## src/rtl/alu_pkg.sv

```systemverilog
// alu_pkg: opcodes, FSM state encoding and iteration-counter sizing shared by
// alu_multicycle and alu_div_nr.
package alu_pkg;

   localparam logic [1:0] OP_ADD = 2'b00;
   localparam logic [1:0] OP_SUB = 2'b01;
   localparam logic [1:0] OP_MUL = 2'b10;
   localparam logic [1:0] OP_DIV = 2'b11;

   typedef enum logic [2:0] {IDLE, EXEC, MUL_IT, DIV_IT, DIV_FIX, DONE} state_t;

   function automatic int cnt_width(input int w);
      return $clog2(w + 1);
   endfunction

endpackage

```

## src/rtl/alu_div_nr.sv

```systemverilog
// alu_div_nr: unsigned non-restoring divider, one quotient bit per step plus a
// final remainder fix. Built only when ALU_DIV_EN is defined.
`ifdef ALU_DIV_EN
module alu_div_nr #(
   parameter int WIDTH = 8
) (
   input  logic             clk,
   input  logic             reset,
   input  logic             load,
   input  logic             step,
   input  logic             fix,
   input  logic [WIDTH-1:0] dividend,
   input  logic [WIDTH-1:0] divisor,
   output logic [WIDTH-1:0] quotient,
   output logic [WIDTH-1:0] remainder
);
   logic [WIDTH:0]   r, r_s, r_n;
   logic [WIDTH-1:0] q, d;

   // Dropping r[W] in the shift is safe: the true next remainder lies in [-d, d),
   // so modulo-2^(W+1) arithmetic still yields it exactly.
   assign r_s = {r[WIDTH-1:0], q[WIDTH-1]};
   assign r_n = r[WIDTH] ? r_s + {1'b0, d} : r_s - {1'b0, d};

   always_ff @(posedge clk or negedge reset) begin
      if (!reset) begin
         r <= '0;
         q <= '0;
         d <= '0;
      end else if (load) begin
         r <= '0;
         q <= dividend;
         d <= divisor;
      end else if (step) begin
         r <= r_n;
         q <= {q[WIDTH-2:0], ~r_n[WIDTH]};
      end else if (fix && r[WIDTH]) begin
         r <= r + {1'b0, d};
      end
   end

   assign quotient  = q;
   assign remainder = r[WIDTH-1:0];
endmodule
`endif

```

## src/rtl/alu_multicycle.sv

```systemverilog
// alu_multicycle: multi-cycle ALU (ADD/SUB, signed Booth MUL, unsigned DIV) with
// busy/done handshake and flags. Define ALU_DIV_EN to build the divider.
module alu_multicycle
   import alu_pkg::*;
#(
   parameter int WIDTH = 8
) (
   input  logic             clk,
   input  logic             reset,
   input  logic             start,
   input  logic [1:0]       opcode,
   input  logic [WIDTH-1:0] inbus_a,
   input  logic [WIDTH-1:0] inbus_b,
   output logic [WIDTH-1:0] outbus,
   output logic [WIDTH-1:0] outbus_hi,
   output logic             busy,
   output logic             done,
   output logic             flag_zero,
   output logic             flag_carry,
   output logic             flag_ovf,
   output logic             flag_dbz
);
   localparam int CW = cnt_width(WIDTH);

   state_t             state;
   logic [1:0]         op_q;
   logic [WIDTH-1:0]   a_q, b_q, b_eff;
   logic [CW-1:0]      cnt;
   logic               ph;
   logic [WIDTH:0]     sum_q, sum_c, hi_ext, booth_hi;
   logic [2*WIDTH:0]   acc;
   logic [2*WIDTH-1:0] prod;
   logic               add_ovf, mul_ovf;

   assign b_eff    = (op_q == OP_ADD) ? b_q : ~b_q;
   assign sum_c    = {1'b0, a_q} + {1'b0, b_eff} + {{WIDTH{1'b0}}, op_q == OP_SUB};
   assign add_ovf  = (a_q[WIDTH-1] ~^ b_eff[WIDTH-1]) & (a_q[WIDTH-1] ^ sum_q[WIDTH-1]);
   // Booth partial sum kept one bit wider so -2^(W-1) multiplicands cannot overflow.
   assign hi_ext   = {acc[2*WIDTH], acc[2*WIDTH:WIDTH+1]};
   assign booth_hi = (acc[1:0] == 2'b01) ? hi_ext + {a_q[WIDTH-1], a_q} :
                     (acc[1:0] == 2'b10) ? hi_ext - {a_q[WIDTH-1], a_q} : hi_ext;
   assign prod     = acc[2*WIDTH:1];
   assign mul_ovf  = !(&prod[2*WIDTH-1:WIDTH-1] || ~|prod[2*WIDTH-1:WIDTH-1]);

`ifdef ALU_DIV_EN
   logic [WIDTH-1:0] quo, rem;

   alu_div_nr #(.WIDTH(WIDTH)) u_div (
      .clk      (clk),
      .reset    (reset),
      .load     (state == DIV_IT && ph),
      .step     (state == DIV_IT && !ph),
      .fix      (state == DIV_FIX && ph),
      .dividend (a_q),
      .divisor  (b_q),
      .quotient (quo),
      .remainder(rem)
   );
`endif

   // ph marks the first cycle of a state: operand load/execute before iterating or committing.
   always_ff @(posedge clk or negedge reset) begin
      if (!reset) begin
         state      <= IDLE;
         op_q       <= '0;
         a_q        <= '0;
         b_q        <= '0;
         cnt        <= '0;
         ph         <= 1'b0;
         sum_q      <= '0;
         acc        <= '0;
         outbus     <= '0;
         outbus_hi  <= '0;
         busy       <= 1'b0;
         done       <= 1'b0;
         flag_zero  <= 1'b0;
         flag_carry <= 1'b0;
         flag_ovf   <= 1'b0;
         flag_dbz   <= 1'b0;
      end else begin
         case (state)
            IDLE: if (start) begin
               op_q  <= opcode;
               a_q   <= inbus_a;
               b_q   <= inbus_b;
               cnt   <= '0;
               ph    <= 1'b1;
               busy  <= 1'b1;
               state <= (opcode == OP_MUL) ? MUL_IT :
`ifdef ALU_DIV_EN
                        (opcode == OP_DIV && inbus_b != '0) ? DIV_IT :
`endif
                        EXEC;
            end
            EXEC: if (ph) begin
               sum_q <= sum_c;
               ph    <= 1'b0;
            end else begin
               if (op_q == OP_DIV) begin
`ifdef ALU_DIV_EN
                  outbus    <= '1;
                  outbus_hi <= a_q;
`else
                  outbus    <= '0;
                  outbus_hi <= '0;
`endif
                  flag_zero  <= 1'b0;
                  flag_carry <= 1'b0;
                  flag_ovf   <= 1'b0;
                  flag_dbz   <= 1'b1;
               end else begin
                  outbus     <= sum_q[WIDTH-1:0];
                  outbus_hi  <= '0;
                  flag_zero  <= sum_q[WIDTH-1:0] == '0;
                  flag_carry <= sum_q[WIDTH];
                  flag_ovf   <= add_ovf;
                  flag_dbz   <= 1'b0;
               end
               done  <= 1'b1;
               state <= DONE;
            end
            MUL_IT: if (ph) begin
               acc <= {{WIDTH{1'b0}}, b_q, 1'b0};
               ph  <= 1'b0;
            end else if (cnt != CW'(WIDTH)) begin
               acc <= {booth_hi, acc[WIDTH:1]};
               cnt <= cnt + 1'b1;
            end else begin
               outbus     <= prod[WIDTH-1:0];
               outbus_hi  <= prod[2*WIDTH-1:WIDTH];
               flag_zero  <= prod == '0;
               flag_carry <= 1'b0;
               flag_ovf   <= mul_ovf;
               flag_dbz   <= 1'b0;
               done       <= 1'b1;
               state      <= DONE;
            end
`ifdef ALU_DIV_EN
            DIV_IT: if (ph) begin
               ph <= 1'b0;
            end else begin
               cnt <= cnt + 1'b1;
               if (cnt == CW'(WIDTH - 1)) begin
                  ph    <= 1'b1;
                  state <= DIV_FIX;
               end
            end
            DIV_FIX: if (ph) begin
               ph <= 1'b0;
            end else begin
               outbus     <= quo;
               outbus_hi  <= rem;
               flag_zero  <= quo == '0;
               flag_carry <= 1'b0;
               flag_ovf   <= 1'b0;
               flag_dbz   <= 1'b0;
               done       <= 1'b1;
               state      <= DONE;
            end
`endif
            DONE: begin
               done  <= 1'b0;
               busy  <= 1'b0;
               state <= IDLE;
            end
            default: state <= IDLE;
         endcase
      end
   end
endmodule

```

## config.mk

```make
export PLATFORM = sky130hd
export DESIGN_NAME = alu_multicycle
export DESIGN_NICKNAME = d
export VERILOG_FILES = /design/src/rtl/alu_pkg.sv /design/src/rtl/alu_div_nr.sv /design/src/rtl/alu_multicycle.sv
export SDC_FILE = /design/constraint.sdc
export NUM_CORES = 1
export LEC_CHECK = 0
export BUFFER_PORTS_ARGS = -buffer_cell sky130_fd_sc_hd__buf_2
export CORE_MARGIN = 4
export CORE_UTILIZATION = 50
export DETAILED_ROUTE_END_ITERATION = 8
export PLACE_DENSITY = 0.77
export SLEW_MARGIN = 20
export SYNTH_ARGS = -nofsm -noshare
export SYNTH_HDL_FRONTEND = slang
export SYNTH_SLANG_ARGS = --single-unit
```

## constraint.sdc

```tcl
create_clock -name clk -period 2.53 [get_ports clk]
set_clock_uncertainty 0.2 [all_clocks]
set_input_delay 0.1265 -clock clk [delete_from_list [all_inputs] [get_ports clk]]
set_output_delay 0.1265 -clock clk [all_outputs]
set_load 0.01 [all_outputs]
```

Word level (Yosys, flattened, before mapping)
Index checks and enable logic that the tools add are counted.

Flip-flop bits (word level): 74. Output and inout port bits: 22. Logic and storage cells: 116.

Add/subtract/negate cells: 5. Equality and inequality tests: 14. Multiplexer cells: 49. Bitwise gates (word level): 4. Reductions and logical operators: 27.

Operator list (count): 8-bit 2-to-1 mux (8); 17-bit 2-to-1 mux (2); 8-bit case mux with 2 select lines (2); 8-bit by 8-bit adder with 9-bit output (2); 1-bit 2-to-1 mux (18); 9-bit 2-to-1 mux (2); 16-bit logical NOT (1); 4-bit AND reduction (4); 3-bit 2-to-1 mux (4); 4-bit 2-to-1 mux (3); 1-bit case mux with 2 select lines (6); 2-bit != test (second input constant) (5); 2-bit AND reduction (5); 2-bit nonzero test (5); 9-bit by 1-bit adder with 9-bit output (1); 3-bit case mux with 3 select lines (1); 9-bit AND reduction (1); 9-bit OR reduction (1); 8-bit by 8-bit subtractor with 9-bit output (1); 8-bit logical NOT (1); 8-bit inverter (1); 4-bit case mux with 2 select lines (1); 2-bit == test (second input constant) (3); 3-bit nonzero test (2); 17 further kinds (19).

Depth between registers and ports, before layout
Depth after elaboration: 7. Gate-level depth with buffers: 10. Mapped depth without buffers: 10.

Worst setup path before layout
Ideal clock, no wire load.

Kind: flip-flop to flip-flop. From: reg op_q[1]. To: reg sum_q[6]. Setup time: 0.135 ns. Arrival time: 2.335 ns. Data required time: 2.195 ns. Setup slack: -0.140 ns. Cell stages (with the launch flop): 11. Clock period less this slack: 2.670 ns. Path through: dfrtp_1 > nor2_2 > xnor2_1 > fa_1 > inv_1 > fa_1 > nor2b_1 > o21ai_0 > a21oi_1 > mux2i_1 > o311ai_1.

Longest elaborated chain between the ends: 4. Elaborated cells between the ends (all ways): 5. Classes of those cells: 2 x add/sub; 1 x eq/ne; 1 x mux; 1 x reduce/logical.

RTL lines: from (decl) (RTL line alu_multicycle.sv:26) `logic [1:0] op_q;`; from (signal assigned) (RTL line alu_multicycle.sv:83) `op_q <= opcode;`; 2-bit logical NOT (RTL line alu_multicycle.sv:35) `assign b_eff = (op_q == OP_ADD) ? b_q : ~b_q;`; 8-bit 2-to-1 mux (RTL line alu_multicycle.sv:35); 8-bit by 8-bit adder with 9-bit output (RTL line alu_multicycle.sv:36) `assign sum_c = {1'b0, a_q} + {1'b0, b_eff} + {{WIDTH{1'b0}}, op_q == OP_SUB};`; 9-bit by 1-bit adder with 9-bit output * (RTL line alu_multicycle.sv:36); to (signal assigned) (RTL line alu_multicycle.sv:96) `sum_q <= sum_c;`; to (decl) (RTL line alu_multicycle.sv:30) `logic [WIDTH:0] sum_q, sum_c, hi_ext, booth_hi;`.

Every way passes the cells marked *; elsewhere a longest branch is shown, timed or not. A chain may end at the register's enable or synchronous reset.

Final worst setup path
From: reg op_q[1]. To: reg sum_q[4].

The elaborated chain is that of the path after synthesis.

==> metrics.txt <==
Max Cap Viol 0; total grt overflow 0; DR WL/cell 16.5 um; minimum clock period 2.50 ns; crit-path most repeated cell buf_4; antenna violations before repair 0; Setup crit start op_q[1]$_DFFE_PN0P_; clock sink count between 70 and 80; area share of the largest cell type after synthesis 0.404; fin crit share 0.990; total CTS buffers 9; CTS Buffer Depth 2; critical path class register to register; flops & latches, synth 74; Starting Density 0.520; final net count 635; slew at the pin with the worst max-slew slack 0.669 ns; sequential-to-total area share from yosys stat 0.404; fillers 734; Remaining DRCs 0; vias 4003; Die Y 104 um; Area Growth Syn to Fin 18.1%; startpoint types register; Synth Instances 516; Critical Path RT 2.59 ns; largest net degree at the start of global routing 47; Netlist cell types 65; Placer Congestion 0.898; DR iter-0 viols around 260; diode count 0; ys flop type dfrtp_1; layout cells sized above 1 0.170; unrepaired setup endpoints after global routing yes; H-tree depth 3; Crit Reg-Reg Startpoint op_q[1]$_DFFE_PN0P_; row count 34; Max-slew headroom 0.554; DP HPWL 8380 um; EDFF count, synth 0; Lkg Pwr 2.55 nW; main area contributors after synthesis dfrtp_1 40%, nand2_1 8.0%, ha_1 6.8%; Crit. End Element register; outcome finished, final reports clean; asr flop ratio synth 1.00; final non-filler cell total about 700; die area between 10000 and 15000 sq um; Clk pin slew, worst setup/hold paths 0.08 ns; Power Density 1380 nW/um^2; final antenna-violating net count 0; Worst Path Max Fanout 6; crit path DAT ~2.6 ns; IO Pins 43; Finished Core Util 0.614; Mean Syn Cell Area 8.87 sq um; placed cells 659; Setup TNS 0 ns; fin. max-slew vios 0; worst path cell trace nor2_4, buf_4, buf_6, xnor2_1, ha_1, buf_4, nor2b_2, o21ai_1, a21oi_2, buf_4, o31ai_1; leading area contributor after synthesis dfrtp_1; Core ar. 8810 sq um; IO buf count 42; synth warn 0; worst skew pair latency 0.36 ns; r2r endpoint sum_q[4]$_DFFE_PN0P_; Crit path largest cell delay between 0.4 and 0.5 ns; Peak supply drop just under 0.0009 V; final hold vios 0; Hold Path Class input pin to async pin; first-pass GRT wire length between 15000 and 20000 um; Finish-stage setup viols 0; die width 104 um; CTS tree yes; vias in the first global route 3883; Total Wirelength ~11000 um; CTS root buf clkbuf_8; CP max-delay cell dfrtp_2; Vias/cell 5.74; Total Routing Usage GR 0.218; Mapped Area about 4600 sq um; worst r2r path cells 11; Post-Syn Nets 566; total iterations of the first detailed-routing run 5; setup slack, reg-to-reg 0.03 ns; maximum clock rate between 300 and 400 MHz
worst max-delay path: cells and delay by family (launching register included):
family	cells	cell delay [ns]
buffers and inverters	4	0.55
AO/OA/AOI/OAI	3	0.53
flip-flops	1	0.45
AND/OR/NAND/NOR	2	0.29
adder cells (fa/ha/maj)	1	0.27
XOR/XNOR	1	0.13
worst max path at each step:
stage / to
after detailed placement: sum_q[6]$_DFFE_PN0P_
after CTS: sum_q[7]$_DFFE_PN0P_
after global routing: sum_q[6]$_DFFE_PN0P_
after floorplan: sum_q[6]$_DFFE_PN0P_
final: sum_q[4]$_DFFE_PN0P_
after global placement: sum_q[6]$_DFFE_PN0P_
flip-flops by register name, indices dropped and copies added (netlist names), 2 cells and up:
name	count
sum_q	9
outbus	8
b_q	8
acc	17
state	3
outbus_hi	8
cnt	4
op_q	2
a_q	8
metal layers:
metal | share of wire | track usage
met5 | 0 | 0
met4 | 0.012 | 0.0589
met3 | 0.066 | 0.0392
met2 | 0.47 | 0.344
met1 | 0.46 | 0.311
logic make-up (layout without fill, tap and decap cells):
logic type      count (synthesis)  after routing  synth area share
compound gates                135            135             0.187
flops                          74             74             0.404
mux                            13             13            0.0290
buf+inv                        48            121            0.0475
fa+ha+maj                      29             29            0.0858
xor+xnor                       13             13            0.0249
simple gates                  204            204             0.222
placed cells by master, fill, tap and decap left out, drive strengths merged, types with 4 or more instances in the layout:
cell type	count
a21oi	30
and3	12
buf	63
clkbuf	12
dfrtp	74
dlygate4sd3	20
fa	4
ha	25
inv	23
mux2i	11
nand2	98
nand2b	11
nand3	9
nand4	4
nor2	25
nor2b	12
nor3	9
nor3b	4
nor4	6
o21a	4
o21ai	52
o31ai	13
or3	4
xnor2	8
xor2	5
power breakdown:
group / total, mW / switching [mW] / leakage (nW) / internal (mW)
Sequential: 2.21 / 0.572 / 0.956 / 1.64
Combinational: 4.36 / 2.43 / 1.50 / 1.93
Clock: 0.910 / 0.435 / 0.0962 / 0.475
Total: 7.48 / 3.44 / 2.55 / 4.05
stage by stage:
stage	hold slack [ns]	power [mW]	setup WS [ns]	cell area (sq um)
finish	0.131	7.48	0.0255	5410
global placement	-0.00255	6.08	0.0631	4950
CTS	0.153	7.25	0.0109	5360
global route	0.217	8.13	-0.106	5410
detailed placement	-0.00495	6.24	-0.0665	4950
floorplan	-0.369	5.15	0.0139	4590
cell usage after synthesis (all sizes together) (9+ instances only):
library cell / instances
ha: 25
clkbuf: 12
dfrtp: 74
nor3: 9
mux2i: 11
nand2: 98
inv: 23
nor2b: 12
a21oi: 30
o31ai: 13
buf: 13
o21ai: 52
nand3: 9
nor2: 25
and3: 12
nand2b: 11
timing repair:
item                       4_1_cts  5_1_grt
resized for setup                5       12
hold buffers                    20        0
buffers inserted                 2        1
setup endpoints to repair        2        7
pin swaps                        2        6
hold endpoints to repair        48        0
final cells by class:
class                           count  area (sq um)  share of cell area
Inverter                           23          86.3              0.0160
Sequential cell                    74          1850               0.343
Multi-Input combinational cell    394          2560               0.474
Timing Repair Buffer               83           584               0.108
Tap cell                          108           135              0.0250
Clock buffer                       12           145              0.0268
Clock inverter                      3          40.0             0.00741
No activity file was read; power rests on OpenSTA's default activity.
